==> config.mk <==
export PLATFORM = sky130hd
export DESIGN_NAME = pipelined_adder
export DESIGN_NICKNAME = d
export VERILOG_FILES = /design/src/rtl/pipelined_adder_pkg.sv /design/src/rtl/adder_slice.sv /design/src/rtl/pipelined_adder.sv
export SDC_FILE = /design/constraint.sdc
export NUM_CORES = 1
export LEC_CHECK = 0
export ABC_AREA = 1
export BUFFER_PORTS_ARGS = -buffer_cell sky130_fd_sc_hd__clkbuf_2
export CAP_MARGIN = 20
export CORE_MARGIN = 5
export CORE_UTILIZATION = 55
export DETAILED_ROUTE_END_ITERATION = 12
export PLACE_DENSITY_LB_ADDON = 0.25
export SLEW_MARGIN = 10
export SYNTH_ARGS = -nofsm -noshare
export SYNTH_HDL_FRONTEND = slang
export SYNTH_SLANG_ARGS = --single-unit
==> constraint.sdc <==
create_clock -name clk -period 2 [get_ports clk]
set_input_delay 0.3 -clock clk [delete_from_list [all_inputs] [get_ports clk]]
set_output_delay 0.3 -clock clk [all_outputs]
set_load 0.01 [all_outputs]
==> src/rtl/pipelined_adder_pkg.sv <==
// pipelined_adder_pkg: operation mode encodings shared by the adder and the ALU work that follows
package pipelined_adder_pkg;
  localparam logic MODE_ADD = 1'b0;
  localparam logic MODE_SUB = 1'b1;
endpackage

==> src/rtl/adder_slice.sv <==
// adder_slice: SLICE-bit combinational add
// Ports: i_a, i_b operand slices; i_c carry in; o_s sum slice; o_c carry out of MSB; o_cm carry into MSB
module adder_slice #(
  parameter int SLICE = 4
) (
  input  logic [SLICE-1:0] i_a,
  input  logic [SLICE-1:0] i_b,
  input  logic             i_c,
  output logic [SLICE-1:0] o_s,
  output logic             o_c,
  output logic             o_cm
);
  assign {o_c, o_s} = (SLICE+1)'(i_a) + (SLICE+1)'(i_b) + (SLICE+1)'(i_c);
  // The MSB sum bit is a ^ b ^ carry-in, so the carry into the MSB falls out of it directly.
  assign o_cm = o_s[SLICE-1] ^ i_a[SLICE-1] ^ i_b[SLICE-1];
endmodule

==> src/rtl/pipelined_adder.sv <==
// pipelined_adder: WIDTH-bit add/sub, carry pipelined over STAGES slices, valid/ready on both sides
// Ports: clk, rst_n (async, active low); in_valid/in_ready/A/B/Cin/mode carry one operand beat;
//        out_valid/out_ready/Sum/Couts/Ovf/Zero carry one registered result beat.
module pipelined_adder
  import pipelined_adder_pkg::*;
#(
  parameter int WIDTH  = 16,
  parameter int STAGES = 4
) (
  input  logic             clk,
  input  logic             rst_n,
  input  logic             in_valid,
  output logic             in_ready,
  input  logic [WIDTH-1:0] A,
  input  logic [WIDTH-1:0] B,
  input  logic             Cin,
  input  logic             mode,
  output logic             out_valid,
  input  logic             out_ready,
  output logic [WIDTH-1:0] Sum,
  output logic             Couts,
  output logic             Ovf,
  output logic             Zero
);
  localparam int SLICE = WIDTH / STAGES;
  logic [STAGES-1:0] w_v, w_load;
  if (WIDTH % STAGES != 0) begin : g_chk
    $error("pipelined_adder: WIDTH must be a multiple of STAGES");
  end
  // A stage loads when empty or when its successor loads, so bubbles collapse behind a stalled output.
  always_comb begin
    w_load = '0;
    w_load[STAGES-1] = !w_v[STAGES-1] || out_ready;
    for (int i = STAGES - 2; i >= 0; i--) w_load[i] = !w_v[i] || w_load[i+1];
  end
  assign in_ready = w_load[0];
  for (genvar k = 0; k < STAGES; k++) begin : g_st
    // Operand bits still to be added (skew) shrink by one slice per stage; the finished sum (deskew) grows.
    localparam int AW = WIDTH - k * SLICE;
    logic [AW-1:0] w_a, w_b;
    logic [(k+1)*SLICE-1:0] w_full, r_s;
    logic [SLICE-1:0] w_slice;
    logic w_ci, w_vin, w_co, w_cm, r_v, r_c;
    if (k == 0) begin : g_head
      // SUB is A + ~B + 1: invert B and force the carry-in.
      assign w_a = A;
      assign w_b = mode == MODE_SUB ? ~B : B;
      assign w_ci = mode == MODE_SUB ? 1'b1 : Cin;
      assign w_vin = in_valid;
      assign w_full = w_slice;
    end else begin : g_tail
      assign w_a = g_st[k-1].g_fwd.r_a;
      assign w_b = g_st[k-1].g_fwd.r_b;
      assign w_ci = g_st[k-1].r_c;
      assign w_vin = g_st[k-1].r_v;
      assign w_full = {w_slice, g_st[k-1].r_s};
    end
    adder_slice #(.SLICE(SLICE)) u_slice (
      .i_a (w_a[SLICE-1:0]),
      .i_b (w_b[SLICE-1:0]),
      .i_c (w_ci),
      .o_s (w_slice),
      .o_c (w_co),
      .o_cm(w_cm)
    );
    assign w_v[k] = r_v;
    always_ff @(posedge clk or negedge rst_n)
      if (!rst_n) begin
        r_v <= 1'b0;
        r_c <= 1'b0;
        r_s <= '0;
      end else if (w_load[k]) begin
        r_v <= w_vin;
        r_c <= w_co;
        r_s <= w_full;
      end
    if (k < STAGES - 1) begin : g_fwd
      logic [AW-SLICE-1:0] r_a, r_b;
      logic w_unused_cm;
      assign w_unused_cm = w_cm;
      always_ff @(posedge clk or negedge rst_n)
        if (!rst_n) begin
          r_a <= '0;
          r_b <= '0;
        end else if (w_load[k]) begin
          r_a <= w_a[AW-1:SLICE];
          r_b <= w_b[AW-1:SLICE];
        end
    end else begin : g_last
      logic r_ovf, r_zero;
      always_ff @(posedge clk or negedge rst_n)
        if (!rst_n) begin
          r_ovf <= 1'b0;
          r_zero <= 1'b0;
        end else if (w_load[k]) begin
          r_ovf <= w_cm ^ w_co;
          r_zero <= ~|w_full;
        end
      assign out_valid = r_v;
      assign Sum = r_s;
      assign Couts = r_c;
      assign Ovf = r_ovf;
      assign Zero = r_zero;
    end
  end
endmodule

==> results of run 1 <==
==> cell usage in the layout, fill, tap and decap left out, types with 8 or more instances in the layout <==
cell type	synthesis	final
ha_1	12	12
xnor2_1	14	14
nor2_1	36	36
clkbuf_8	0	9
nand3_1	12	12
buf_4	1	8
clkbuf_2	0	57
nand2_1	89	89
o21ai_0	58	56
a21oi_1	24	24
inv_1	55	55
dfrtp_1	98	98
==> cell families (layout without fill, tap and decap cells) <==
| family | count (synthesis) | in the layout | share of synthesized area |
|---|---|---|---|
| DFF | 98 | 98 | 0.557 |
| AOI/OAI and AO/OA | 89 | 89 | 0.104 |
| muxes | 7 | 7 | 0.0205 |
| and+or+nand+nor | 148 | 148 | 0.141 |
| buffers and inverters | 75 | 141 | 0.0683 |
| xor gates and xnor gates | 19 | 19 | 0.0378 |
| adders and majority gates | 20 | 20 | 0.0705 |
==> state kept, by name, indices dropped and copies added (netlist names) <==
signal and flops:
Couts 1, g_st.r_s 24, Sum 16, out_valid 1, g_st.g_fwd.r_b 24, g_st.r_c 3, g_st.r_v 3, g_st.g_fwd.r_a 24
Zero 1, Ovf 1
==> area by class of cell <==
cell class,instances,area (µm²)
fillers,667,2670
repair buffers,69,415
flip-flops and latches,98,2450
well taps,102,128
multi-input cells,283,1650
clock buffers,9,124
clock inverters,6,115
inverters,57,214
==> Yosys cell counts, types with 5 or more instances <==
library cell   n  area [µm²]
xor2_1         5        43.8
buf_2          6        30.0
xnor2_1       14         123
nand2_1       89         334
ha_1          12         150
clkbuf_1      10        37.5
nor2_1        36         135
nand3_1       12        60.1
o21ai_0       58         290
inv_1         55         206
dfrtp_1       98        2450
fa_1           8         160
a21oi_1       24         120
==> worst max-delay path by stage <==
| stage | end | slack (ps) | cells past startpoint |
|---|---|---|---|
| after floorplan | g_st[0].r_s[1]$_DFFE_PN0P_ | 20 | 7 |
| after global placement | g_st[0].r_s[3]$_DFFE_PN0P_ | 200 | 9 |
| after detailed placement | g_st[0].r_s[3]$_DFFE_PN0P_ | 110 | 9 |
| after CTS | g_st[1].r_c$_DFFE_PN0P_ | 60 | 8 |
| after global routing | g_st[1].r_c$_DFFE_PN0P_ | 20 | 8 |
| final | g_st[1].r_c$_DFFE_PN0P_ | 150 | 8 |
==> per-layer routing <==
| layer | up-vias | GRT usage | wire [µm] |
|---|---|---|---|
| met5 | - | 0 | 0 |
| li1 | 1565 | - | - |
| met2 | 69 | 0.257 | 3410 |
| met3 | 9 | 0.0302 | 328 |
| met4 | 0 | 0.0693 | 97 |
| met1 | 1375 | 0.259 | 3930 |
==> where the power goes <==
part           total (mW)  internal [mW]  leakage (nW)  switching (mW)
Clock                1.50          0.831         0.116           0.672
Combinational        1.67          0.707          1.32           0.958
Sequential           2.80           2.52          1.15           0.285
==> critical path, cell delays in order, from the launching register on <==
cell and delay, ps:
dfrtp_1 420, fa_2 420, fa_1 410, nand2_1 80
inv_1 40, nor2_1 90, nor2_1 60, o21ai_1 130
o21ai_1 80
==> timing repair <==
action,in CTS,in global routing
hold endpoints to repair,31,0
setup buffers,0,3
setup endpoints to repair,0,2
resized for setup,0,3
hold buffers,1,0
==> impl_metrics.tcl, run 1 <==
set metrics [dict create \
    port_buffers 58 \
    r2r_end "g_st[1].r_c$_DFFE_PN0P_" \
    p_total_mw 5.97 \
    clock_path_buffers 2 \
    final.setup.tns_ps 0 \
    synth_area_um2 4400 \
    antenna_left 0 \
    tritoncts "done" \
    cts_buffers 9 \
    stdcell_count 624 \
    p_per_area_nw_per_um2 1170 \
    first_pass_iters 4 \
    drt-wirelength-per-cell_um 12.5 \
    start_kind "register" \
    cts_root_buffer "clkbuf_8" \
    status "complete, no violations" \
    die-area_um2 9890 \
    worstMarginPinSlew_ps 444 \
    fin_skew_ps 10.4 \
    core_area_um2 7770 \
    yosys.cell_types.count 29 \
    drv_cap 0 \
    synthCells 456 \
    final_core_util 0.657 \
    startpoint "g_st[0].r_c$_DFFE_PN0P_" \
    slew_violations 0 \
    crit_fanout 2 \
    dpl.cell_count 605 \
    antenna_found_initial 0 \
    viasPerCell 4.84 \
    synth_area_per_cell_um2 9.65 \
    h-tree-depth 3 \
    io_pins 59 \
    grt_max_degree 61 \
    ys_seq_area_frac 0.557 \
    row_count 32 \
    ys_async_sr_fraction 1.00 \
    fin_crit_sh 0.924 \
    stdcell_area_um2 5100 \
    reg2regPathDepth 8 \
    max_slew_margin 0.704 \
    grt_overflow_total 0 \
    vias 3018 \
    holdPathEnd "g_st[0].r_v$_DFFE_PN0P_" \
    clk_latency_ps 350 \
    yosys_warnings 0 \
    grt_use_total 0.175 \
    worstPathArrival_ps 2080 \
    required_ps 2230 \
    ys_ff_latch 98 \
    rsz0062_at_grt "false" \
    r2r_slack_ps 150 \
    grt_pass1_wl_mm 14.0 \
    fmax_mhz 541 \
    remaining_drc_errors 0 \
    die_h_um 99.4 \
    endpoint_kind "register" \
    vdd_drop_max_uv 515 \
    cts.sinks 98 \
    place_area_um2 4830 \
    hold_viol 0 \
    die_w_um 99.4 \
    hp-class "in2reg" \
    regToRegStartpoint "g_st[0].r_c$_DFFE_PN0P_" \
    p_leak_nw 2.59 \
    hpwl_mm 5.70 \
    hp-start "in_valid" \
    finalWirelength_mm 7.77 \
    synth_ff_type "dfrtp_1" \
    hold_depth 3 \
    syn_nets 514 \
    cts.clk_slew.worst_paths_ps 90 \
    start_util 0.566 \
    period_needed_ps 1850 \
    drt_iter0_markers 87 \
    nets 576 \
    hold-worst-slack_ps 130 \
    drive_above_1_share 0.193 \
    place_worst_setup_slack_ps 108 \
    finalSetupViolations 0 \
    critPathKind "reg2reg" \
    first_global_vias 3048 \
    synth_edf_count 0 \
    layout_setup_ws_ps 152 \
    syn_to_final_growth_pct 16.0 \
    n_antenna_cell 0 \
    place_congestion 0.810 \
]
Note: power is estimated with default switching activity, not from simulation.
==> run 2, diff against run 1 <==
- CTS_CLUSTER_SIZE: unset -> 28
- GPL_ROUTABILITY_DRIVEN: unset -> 0
- REMOVE_ABC_BUFFERS: unset -> 1
==> impl_metrics.tcl, run 2 (synthesis results as in run 1) <==
set metrics [dict create \
    syn_to_final_growth_pct 14.3 \
    die-area_um2 9890 \
    hp-class "in2reg" \
    core_area_um2 7770 \
    antenna_found_initial 0 \
    start_kind "register" \
    r2r_slack_ps 190 \
    fin_skew_ps 6.40 \
    hold_viol 0 \
    cts_root_buffer "clkbuf_8" \
    holdPathEnd "g_st[0].r_v$_DFFE_PN0P_" \
    cts_setup_buffers 0 \
    slew_violations 0 \
    required_ps 2220 \
    nets 576 \
    grt_overflow_total 0 \
    critPathKind "reg2reg" \
    row_count 32 \
    port_buffers 58 \
    vdd_drop_max_uv 459 \
    regToRegStartpoint "g_st[0].r_c$_DFFE_PN0P_" \
    die_w_um 99.4 \
    grt_use_total 0.174 \
    finalSetupViolations 0 \
    first_global_vias 3120 \
    num-fill-cells 658 \
    grt_pass1_wl_mm 14.0 \
    antenna_left 0 \
    io_pins 59 \
    hpwl_mm 5.88 \
    hold_depth 3 \
    viasPerCell 4.85 \
    grt_max_degree 45 \
    top_regs "g_st.g_fwd.r_a x24, g_st.g_fwd.r_b x24, g_st.r_s x24" \
    worstPathArrival_ps 2030 \
    r2r_end "g_st[1].r_c$_DFFE_PN0P_" \
    reg2regPathDepth 8 \
    finalWirelength_mm 7.76 \
    remaining_drc_errors 0 \
    status "complete, no violations" \
    fmax_mhz 552 \
    cts_buffers 9 \
    clock_path_buffers 2 \
    clk_latency_ps 350 \
    final.setup.tns_ps 0 \
    die_h_um 99.4 \
    start_util 0.566 \
    final_common_cell "dfrtp_1" \
    cts.clk_slew.worst_paths_ps 90 \
    stdcell_area_um2 5030 \
    drt-wirelength-per-cell_um 12.4 \
    cts.sinks 98 \
    p_leak_nw 2.56 \
    period_needed_ps 1810 \
    tritoncts "done" \
    endpoint_kind "register" \
    h-tree-depth 3 \
    crit_fanout 2 \
    drive_above_1_share 0.189 \
    n_antenna_cell 0 \
    worstMarginPinSlew_ps 477 \
    max_slew_margin 0.682 \
    drv_cap 0 \
    drt_iter0_markers 138 \
    first_pass_iters 4 \
    layout_common_cells "dfrtp_1, nand2_1, o21ai_0, clkbuf_2, inv_1" \
    fin_crit_sh 0.905 \
    place_area_um2 4820 \
    rsz0062_at_grt "false" \
    hp-start "in_valid" \
    vias 3031 \
    p_per_area_nw_per_um2 1140 \
]
run 2: cell types whose count changed in the layout (fill, tap and decap cells not counted), sizes merged:
cell	previous run	this run
bufinv	3	1
clkbuf	66	67
clkinvlp	1	3
run 2: how the worst max path moves through the flow:
stage	from	to	slack, ps	cells after the start
2_1_floorplan	out_valid$_DFFE_PN0P_	g_st[0].r_s[3]$_DFFE_PN0P_	60	5
3_3_place_gp	mode	g_st[0].r_s[2]$_DFFE_PN0P_	90	6
3_5_place_dp	mode	g_st[0].r_s[2]$_DFFE_PN0P_	40	6
4_1_cts	g_st[0].r_c$_DFFE_PN0P_	g_st[1].r_c$_DFFE_PN0P_	130	8
5_1_grt	g_st[0].r_c$_DFFE_PN0P_	g_st[1].r_c$_DFFE_PN0P_	20	8
6_report	g_st[0].r_c$_DFFE_PN0P_	g_st[1].r_c$_DFFE_PN0P_	190	8
run 2: metrics by stage:
stage	util	power [mW]	cells	setup WS [ps]	hold WS, ps
finish	0.647	5.71	625	189	140
detailed placement	0.621	4.53	608	36.2	294
CTS	0.647	5.78	625	126	132
floorplan	-	3.90	438	57.9	4.41
global placement	0.621	4.41	608	85.8	295
global route	0.647	6.18	625	20.1	136
run 2: area by class of cell:
class	count	area, µm²	share of cell area
Timing Repair Buffer	69	390	0.0777
Multi-Input combinational cell	283	1650	0.328
Inverter	57	214	0.0426
Tap cell	102	128	0.0254
Clock buffer	10	128	0.0254
Sequential cell	98	2450	0.488
Clock inverter	6	66.3	0.0132
run 2: layer usage:
layer	track usage	up-vias	routed length [µm]	part of all wire
met5	0	-	0	0
met4	0.0410	0	43	0.0055
met3	0.0386	6	333	0.043
met2	0.283	57	3700	0.48
met1	0.242	1402	3680	0.47
li1	-	1566	-	-
run 2: where the power goes:
| part | internal, mW | switching (mW) |
|---|---|---|
| logic | 0.699 | 0.962 |
| clock network | 0.581 | 0.659 |
| registers | 2.52 | 0.291 |
run 2: worst max-delay path, stage by stage, from the launching register on:
cell and delay (ps):
dfrtp_1 410, fa_2 420, fa_1 390, nand2_1 70, inv_1 50, nor2_1 80
nor2_1 40, o21ai_0 120, o21ai_0 100
run 2: repair_timing:
item | CTS | global route
hold endpoints to repair | 34 | 0
resized for setup | 0 | 1
setup endpoints to repair | 0 | 1
hold buffers | 1 | 0
==> run 3, diff against run 2 <==
- CORE_MARGIN: 5 -> unset
- RECOVER_POWER: unset -> 25
==> impl_metrics.tcl, run 3 (synthesis results as in run 1) <==
set metrics [dict create \
    crit_buf_inv 1 \
    period_needed_ps 1840 \
    regToRegStartpoint "g_st[0].r_c$_DFFE_PN0P_" \
    die_w_um 91.4 \
    layout_setup_ws_ps 165 \
    hold_viol 0 \
    cts_setup_buffers 0 \
    drive_above_1_share 0.182 \
    dpl.cell_count 606 \
    nets 574 \
    finalWirelength_mm 7.38 \
    cts.clk_slew.worst_paths_ps 100 \
    p_per_area_nw_per_um2 1110 \
    start_kind "register" \
    antenna_found_initial 0 \
    fin_skew_ps 13.5 \
    h-tree-depth 3 \
    p_leak_nw 2.54 \
    drt-wirelength-per-cell_um 11.8 \
    grt_max_degree 45 \
    r2r_slack_ps 180 \
    worstMarginPinSlew_ps 872 \
    syn_to_final_growth_pct 13.4 \
    first_pass_iters 4 \
    viasPerCell 4.85 \
    hold-worst-slack_ps 146 \
    hp-start "A[8]" \
    n_antenna_cell 0 \
    vias 3024 \
    hp-class "in2reg" \
    final.setup.tns_ps 0 \
    r2r_end "g_st[1].r_c$_DFFE_PN0P_" \
    worstPathArrival_ps 1540 \
    remaining_drc_errors 0 \
    place_worst_setup_slack_ps 53.6 \
    clock_path_buffers 2 \
    status "complete, no violations" \
    hold_depth 3 \
    cpMaxStageDelayCell "dfrtp_1" \
    startpoint "out_valid$_DFFE_PN0P_" \
    die-area_um2 8360 \
    top_regs "g_st.g_fwd.r_a x24, g_st.g_fwd.r_b x24, g_st.r_s x24" \
    first_global_vias 2915 \
    layout_common_cells "dfrtp_1, nand2_1, o21ai_0, clkbuf_2, inv_1" \
    cts_root_buffer "clkbuf_8" \
    vdd_drop_max_uv 467 \
    start_util 0.569 \
    stdcell_area_um2 4990 \
    drv_cap 0 \
    core_area_um2 7730 \
    grt_use_total 0.198 \
    io_pins 59 \
    grt_overflow_total 0 \
    die_h_um 91.4 \
    fin_crit_sh 0.918 \
    cts.sinks 98 \
    fmax_mhz 545 \
    endpoint_kind "primary output" \
    tritoncts "done" \
    port_buffers 58 \
    p_total_mw 5.56 \
    cts_buffers 9 \
    rsz0062_at_grt "false" \
    place_area_um2 4820 \
    row_count 32 \
    drt_iter0_markers 92 \
    crit_fanout 19 \
    holdPathEnd "g_st[0].g_fwd.r_a[4]$_DFFE_PN0P_" \
    critPathMaxStageDelay_ps 360 \
    final_common_cell "dfrtp_1" \
    reg2regPathDepth 8 \
    path_cells "nand2_2 -> nor2_8 -> nand3_4 -> clkbuf_2" \
    stdcell_count 623 \
    final_core_util 0.645 \
    critPathTopFamily "simple AND/OR/NAND/NOR gates" \
    clk_latency_ps 350 \
    finalSetupViolations 0 \
    grt_pass1_wl_mm 13.1 \
    required_ps 1700 \
    antenna_left 0 \
    critPathKind "reg2out" \
    max_slew_margin 0.419 \
    slew_violations 0 \
    hpwl_mm 5.40 \
]
run 3: timing repair:
action / in CTS / in global routing
hold endpoints to repair: 34 / 0
setup endpoints to repair: 1 / 0
hold buffers: 1 / 0
resized for setup: 1 / 0
run 3: layer usage:
| layer | routed length (µm) | global-route usage |
|---|---|---|
| met5 | 0 | 0 |
| met2 | 3270 | 0.316 |
| met3 | 266 | 0.0327 |
| met1 | 3760 | 0.278 |
| met4 | 82 | 0.0608 |
run 3: power by group:
part,switching (mW),internal [mW]
clock,0.674,0.455
combinational,0.937,0.686
sequential,0.286,2.52
total,1.90,3.66
run 3: worst max path at each step:
stage	slack [ps]	end	cells past startpoint
finish	160	in_ready	4
global route	20	g_st[0].r_s[2]$_DFFE_PN0P_	3
CTS	130	in_ready	4
detailed placement	50	g_st[0].r_s[3]$_DFFE_PN0P_	9
global placement	90	g_st[0].r_s[2]$_DFFE_PN0P_	6
floorplan	60	g_st[0].r_s[3]$_DFFE_PN0P_	5
run 3: layout make-up:
cell class	instances	area, µm²
flip-flops and latches	98	2450
repair buffers	67	369
well taps	102	128
multi-input cells	283	1650
inverters	57	214
fillers	656	2740
clock inverters	6	42.5
clock buffers	10	128
run 3: tightest hold or removal path, cell delays in order:
cell,delay (ps)
clkbuf_2,70
nand2_1,40
o21ai_0,60
